==> config.mk <==
export PLATFORM = sky130hd
export DESIGN_NAME = load_writeback_unit
export DESIGN_NICKNAME = d
export VERILOG_FILES = /design/src/rtl/load_writeback_unit.sv
export SDC_FILE = /design/constraint.sdc
export NUM_CORES = 1
export LEC_CHECK = 0
export BUFFER_PORTS_ARGS = -buffer_cell sky130_fd_sc_hd__buf_2
export CAP_MARGIN = 25
export CORE_MARGIN = 2
export CORE_UTILIZATION = 40
export DETAILED_ROUTE_END_ITERATION = 16
export PLACE_DENSITY = 0.68
export SYNTH_ARGS = -nofsm -noshare
export SYNTH_HDL_FRONTEND = slang
export SYNTH_SLANG_ARGS = --single-unit
==> constraint.sdc <==
create_clock -name clock -period 3.2 [get_ports clock]
set_input_delay 0.48 -clock clock [delete_from_list [all_inputs] [get_ports clock]]
set_output_delay 0.48 -clock clock [all_outputs]
set_load 0.01 [all_outputs]
==> src/rtl/load_writeback_unit.sv <==
`default_nettype none
// ============================================================================
// Module      : load_writeback_unit
// Description : Multi-cycle load path. Accepts one load request, issues a
//               word-aligned bus read, extracts and extends the returned
//               byte/half/word, and presents a single-cycle register write.
//               Misaligned/illegal loads and bus timeouts are reported.
// Revision    : 1.0 - initial release
// ============================================================================
module load_writeback_unit #(
    parameter int unsigned TIMEOUT_CYCLES = 255
) (
    input  logic        clock,
    input  logic        reset,
    input  logic        req_valid,
    output logic        req_ready,
    input  logic [4:0]  req_rd_address,
    input  logic [31:0] req_address,
    input  logic [2:0]  req_funct3,
    output logic        bus_read_enable,
    output logic [31:0] bus_address,
    input  logic        bus_ack,
    input  logic [31:0] bus_read_data,
    output logic        write_enable,
    output logic [4:0]  rd_address,
    output logic [31:0] rd_data,
    output logic        busy,
    output logic        misaligned,
    output logic        bus_error
);

    localparam logic [2:0]  c_f3_lb  = 3'd0;
    localparam logic [2:0]  c_f3_lh  = 3'd1;
    localparam logic [2:0]  c_f3_lw  = 3'd2;
    localparam logic [2:0]  c_f3_lbu = 3'd4;
    localparam logic [2:0]  c_f3_lhu = 3'd5;
    localparam logic [15:0] c_timeout_last = 16'(TIMEOUT_CYCLES - 1);

    typedef enum logic [1:0] {
        S_IDLE  = 2'd0,
        S_REQ   = 2'd1,
        S_WB    = 2'd2,
        S_FAULT = 2'd3
    } state_t;

    state_t      r_state;
    state_t      w_next_state;
    logic [4:0]  r_rd;
    logic [31:0] r_addr;
    logic [2:0]  r_funct3;
    logic [15:0] r_count;
    logic [31:0] r_data;
    logic        r_fault_misaligned;

    logic        w_req_legal;
    logic [7:0]  w_byte;
    logic [15:0] w_half;
    logic [31:0] w_load_value;

    // Legality of the incoming request: alignment per access size, known funct3
    always_comb begin
        w_req_legal = 1'b0;
        case (req_funct3)
            c_f3_lb, c_f3_lbu: w_req_legal = 1'b1;
            c_f3_lh, c_f3_lhu: w_req_legal = (req_address[0] == 1'b0);
            c_f3_lw:           w_req_legal = (req_address[1:0] == 2'b00);
            default:           w_req_legal = 1'b0;
        endcase
    end

    // Lane extraction and sign/zero extension of the returned bus word
    always_comb begin
        w_byte       = bus_read_data[{r_addr[1:0], 3'b000} +: 8];
        w_half       = bus_read_data[{r_addr[1], 4'b0000} +: 16];
        w_load_value = bus_read_data;
        case (r_funct3)
            c_f3_lb:  w_load_value = {{24{w_byte[7]}}, w_byte};
            c_f3_lh:  w_load_value = {{16{w_half[15]}}, w_half};
            c_f3_lbu: w_load_value = {24'd0, w_byte};
            c_f3_lhu: w_load_value = {16'd0, w_half};
            default:  w_load_value = bus_read_data;
        endcase
    end

    // State register plus request capture, timeout counter and data latch
    always_ff @(posedge clock or posedge reset) begin
        if (reset) begin
            r_state            <= S_IDLE;
            r_rd               <= 5'd0;
            r_addr             <= 32'd0;
            r_funct3           <= 3'd0;
            r_count            <= 16'd0;
            r_data             <= 32'd0;
            r_fault_misaligned <= 1'b0;
        end else begin
            r_state <= w_next_state;
            case (r_state)
                S_IDLE: begin
                    if (req_valid) begin
                        r_rd               <= req_rd_address;
                        r_addr             <= req_address;
                        r_funct3           <= req_funct3;
                        r_count            <= 16'd0;
                        r_fault_misaligned <= ~w_req_legal;
                    end
                end
                S_REQ: begin
                    if (bus_ack) begin
                        r_data <= w_load_value;
                    end else begin
                        r_count <= r_count + 16'd1;
                    end
                end
                default: begin
                end
            endcase
        end
    end

    // Next-state selection and state-decoded outputs
    always_comb begin
        w_next_state    = r_state;
        req_ready       = 1'b0;
        busy            = 1'b1;
        bus_read_enable = 1'b0;
        bus_address     = 32'd0;
        write_enable    = 1'b0;
        rd_address      = 5'd0;
        rd_data         = 32'd0;
        misaligned      = 1'b0;
        bus_error       = 1'b0;
        case (r_state)
            S_IDLE: begin
                req_ready = 1'b1;
                busy      = 1'b0;
                if (req_valid) begin
                    w_next_state = w_req_legal ? S_REQ : S_FAULT;
                end
            end
            S_REQ: begin
                bus_read_enable = 1'b1;
                bus_address     = {r_addr[31:2], 2'b00};
                // An ack on the final timeout cycle still completes normally
                if (bus_ack) begin
                    w_next_state = S_WB;
                end else if (r_count == c_timeout_last) begin
                    w_next_state = S_FAULT;
                end
            end
            S_WB: begin
                // x0 is never written even though the bus read took place
                if (r_rd != 5'd0) begin
                    write_enable = 1'b1;
                    rd_address   = r_rd;
                    rd_data      = r_data;
                end
                w_next_state = S_IDLE;
            end
            S_FAULT: begin
                misaligned   = r_fault_misaligned;
                bus_error    = ~r_fault_misaligned;
                w_next_state = S_IDLE;
            end
            default: begin
                w_next_state = S_IDLE;
            end
        endcase
    end

endmodule
`default_nettype wire

# == Word level (Yosys, flattened, before mapping) ==
# Cells that the tools add are included.
# op_classes
n_addsub,1
n_eq_ne,14
shifts,2
muxes,22
n_bitwise,3
n_reduce_logical,13
# ops
operator,count
$pmux W32 S4,1
$mux W32,3
$mux W16,2
$pmux W16 S2,1
$shiftx A32 B6 Y16,1
$shiftx A32 B6 Y8,1
$add A16 B1 Y16 const B,1
$eq A16 B8 Y1 const B,1
$eq A3 B3 Y1 const B,4
$mux W5,2
$mux W2,4
$mux W1,7
$eq A3 B1 Y1 const B,2
$logic_not A3 Y1,2
$pmux W2 S3,1
$reduce_and A2 Y1,3
$reduce_or A2 Y1,3
$reduce_bool A5 Y1,1
$eq A2 B2 Y1 const B,2
$logic_not A2 Y1,2
$ne A2 B2 Y1 const B,2
$eq A3 B2 Y1 const B,1
$ne A3 B3 Y1 const B,1
$not A1 Y1,3
4 further kinds,4
# word_totals
register_bits,91
input_bits,76
output_inout_bits,75
elab_cells,62

# == Longest topological paths before layout ==
# depth
ltp_word,6
depth_mapped,7
depth_no_buf,5

# == Least setup slack after synthesis ==
# OpenSTA, ideal clock, no wires.
# synth_path
kind,register to output
start,reg r_rd[0]
end,out rd_data[22]
arrival_ns,1.478
slack_ns,1.242
stages_incl_launch_ff,5
path_buffers,1
path_cell_list,dfrtp_1 or4_1 o21a_1 clkbuf_1 and2_1
# synth_between
elab_chain_len,3
# synth_lines
item,line,source
from (decl),48,logic [4:0] r_rd;
from (signal assigned),100,r_rd <= req_rd_address;
$reduce_bool A5 Y1,152,if (r_rd != 5'd0) begin
$mux W32,152,
$mux W32,132,case (r_state)
to (decl),26,"output logic [31:0] rd_data,"
# Every way passes these cells.

# == Worst setup path in the final report ==
# layout_path
start,reg r_state[1]
end,out rd_data[28]
# layout_between
elab_chain_len,2
# layout_lines
item,line,source
from (decl),46,state_t r_state;
from (signal assigned),96,r_state <= w_next_state;
$eq A2 B2 Y1,132,
$mux W32,132,
# Every way passes these cells.

==> flow_summary.yaml <==
yosys:
  ys_top_cells_by_area: "dfrtp_1 (47%), nand2_1 (13%), and2_1 (8.5%)"
  syn_inst: 569
  synth_top_area_cell: "dfrtp_1"
  synth-edff-count: 0
  ys_seq_area_share_pct: 47.5
  postSynthAreaPerCell_um2: 8.43
  synth_cell_types: 48
  synthArstFlopShare_pct: 100
  yosys_warnings: 0
  yosys_register_bits: 91
  ys.flop_type: "dfrtp_1"
  synth_top_area_share_pct: 47.5
  syn_area_um2: 4790
die:
  dieArea_um2: 12900
  core_um2: 11600
  num_rows: 39
  start_util_pct: 41.5
  dieWidth_um: 113
  die_h_um: 113
  io_pins: 151
worst_setup_path:
  cpLargestDelayFamily: "compound AO/OA/AOI/OAI gates"
  startpoint_type: "flop"
  cp.required_ns: 2.72
  arrival_ns: 2.26
  crit_path_end_kind: "output port"
  critical_path.max_stage_delay_ns: 0.72
  critical_path_class: "reg2out"
  cp_max_fo: 33
  cp_slowest_cell: "o21a_1"
  crit_chain: "inv_1, nor2_1, o21a_1, and2_1, buf_2"
  cp_num_buf_inv: 2
detailed_routing:
  final_antenna_net_count: 0
  post_drt_wl_per_cell_um: 15.3
  routed-via-count: 4447
  drt_iter0_drc: 333
  drc_errors: 0
  dr.pass1.iters: 5
  vias_per_cell: 5.23
  wirelength_um: 13100
clocking:
  cts_max_level: 3
  clk_latency_ns: 0.34
  cts_tree: "yes"
  cts_made_buffers: 9
  clkTransAtPathRegs_ns: 0.07
  ctsRootBufferMaster: "clkbuf_16"
  clk_path_buf_depth: 2
  clkSinkCount: 91
timing:
  finalClockSkew_ns: 0.00454
  period_needed_ns: 2.74
  post-route-period-util_pct: 85.5
  rsz0062_at_grt: "no"
  setup_violations: 0
  max_freq_mhz: 366
  slew_headroom_pct: 40.6
  hold_violations: 0
  finalSetupTns_ns: 0
  tightestPinTransition_ns: 0.891
  final.setup.worst_slack_ns: 0.464
  report.final.slew_viol_count: 0
worst_hold_path:
  hold_class: "in2reg"
layout:
  area_delta_synth_final_pct: 26.2
  antenna_cells: 0
  nets: 781
  layout-drive-gt1-share_pct: 25.7
pwr:
  ir_drop_uv: 475
  pwr-share-comb_pct: 40.7
  leakage_nw: 3.18
  p_sw_share_pct: 38.8
  p_switching_mw: 2.10
  seqPwrFrac_pct: 36.2
  p_int_mw: 3.30
  clkPwrFrac_pct: 23.1
  power_density_nw_per_um2: 893
global_routing:
  grt_util_all_layers_pct: 20.7
  met2_usage_pct: 33.9
  gr-usage-met3_pct: 4.89
  grt_pass1_vias: 4254
  use_met1_pct: 27.7
  grt_max_degree: 53
  grt_remaining_overflow: 0
  grt-busiest-layer: "met2"
  grt_pass1_wl_um: 21500
  antenna_found_initial: 0
run:
  cap_violations: 0
placed_design:
  routabilityCongestion: 0.842
  dp_worst_setup_slack_ns: 0.812
  place_hpwl_um: 9160
  port_buffers: 148
status:
  outcome: "complete, no violations"
-- routing by layer --
| metal | vias to the layer above | routed length (µm) |
|---|---|---|
| met3 | 18 | 894 |
| met4 | 0 | 223 |
| met1 | 2110 | 5780 |
| met2 | 175 | 6160 |
| met5 | - | 0 |
| li1 | 2144 | - |
-- cell usage in the layout (no fill, tap or decap), drive strengths merged, types with 4 or more instances in the layout --
cell	instances
and2	65
a21oi	35
nand3b	8
inv	9
nand2b	12
a31oi	4
buf	158
mux2i	13
a311oi	7
o31ai	8
nor2b	5
o21ai	11
nand4	6
nand2	168
dfrtp	91
clkbuf	10
nor2	35
and3	7
a22oi	7
-- what timing repair did --
item / CTS / global route
setup buffers: 0 / 0
hold buffers: 0 / 1
resized for setup: 0 / 0
setup endpoints to repair: 0 / 0
endpoints found under the hold margin: 0 / 3
-- state kept, by name, summed over array words and instances, names as in the netlist --
name                cells
r_addr                 32
r_data                 32
r_state                 2
r_rd                    5
r_funct3                3
r_count                16
r_fault_misaligned      1
-- worst paths after layout --
| check | depth (start not counted) | from | end | slack [ns] |
|---|---|---|---|---|
| hold reg to reg | 2 | r_addr[31] | r_addr[31] | 0.47 |
| min in group asynchronous | 3 | reset | r_addr[29] | 0.55 |
| hold / removal | 3 | req_address[19] | r_addr[19] | 0.32 |
| setup reg to reg | 4 | r_state[0] | r_data[31] | 0.83 |
| setup / recovery | 5 | r_state[1] | rd_data[28] | 0.46 |
| max in group asynchronous | 5 | reset | r_fault_misaligned | 1.92 |
-- Yosys cell counts, types with 3 or more instances --
cell type,n
nand2_1,168
dfrtp_1,91
and2_1,65
nor2_1,35
a21oi_1,34
clkbuf_1,25
mux2i_1,13
nand2b_1,12
buf_2,10
inv_1,9
o21ai_0,9
nand3b_1,8
o31ai_1,8
a22oi_1,7
a311oi_1,7
and3_1,7
nand4_1,5
nor2b_1,5
a31oi_1,4
nand3_1,3
nor3_1,3
or4_1,3
xnor2_1,3
xor2_1,3
-- logic make-up (layout without fill, tap and decap cells) --
group	count (synthesis)	after routing	synth area share, %
adder cells (fa/ha/maj)	2	2	0.522
AND/OR/NAND/NOR	324	324	32.1
other	1	2	0.0782
XOR/XNOR	6	6	1.10
buffers and inverters	46	184	4.02
multiplexers	15	15	3.18
flip-flops	91	91	47.5
AO/OA/AOI/OAI	84	84	11.5
-- stage by stage --
| stage | std cells | instance area, µm² | total power, mW | hold slack (ns) | util [%] |
|---|---|---|---|---|---|
| final | 851 | 6050 | 5.40 | 0.323 | 52.3 |
| after detailed placement | 831 | 5630 | 4.14 | 0.458 | 48.7 |
| after global routing | 851 | 6050 | 5.84 | 0.318 | 52.3 |
| after CTS | 847 | 5980 | 5.40 | 0.315 | 51.7 |
| after global placement | 831 | 5630 | 4.06 | 0.450 | 48.7 |
| after floorplan | 570 | 4800 | 3.41 | 0.437 | - |
-- area by class of cell --
cell class                 instances  area, µm²
timing repair buffer             159        878
inverter                           9       35.0
tap                              143        179
sequential                        91       2280
multi-input combinational        433       2330
clock buffer                      10        239
fill                            1123       5520
clock inverter                     6        111
-- worst reg2reg max path: stages, from the launching register on --
cell     delay [ns]
dfrtp_1        0.52
nor2b_1        0.24
nand2_1        0.52
a21oi_2        0.77
a21oi_1        0.17
-- power groups by stage --
stage               registers (mW)  clock network (mW)  logic [mW]
floorplan                     1.82                   0        1.59
global placement              1.94                   0        2.12
detailed placement            1.96                   0        2.17
CTS                           1.95                1.27        2.18
global route                  2.02                1.33        2.49
finish                        1.95                1.25        2.20
(Power assumes the default switching activity.)
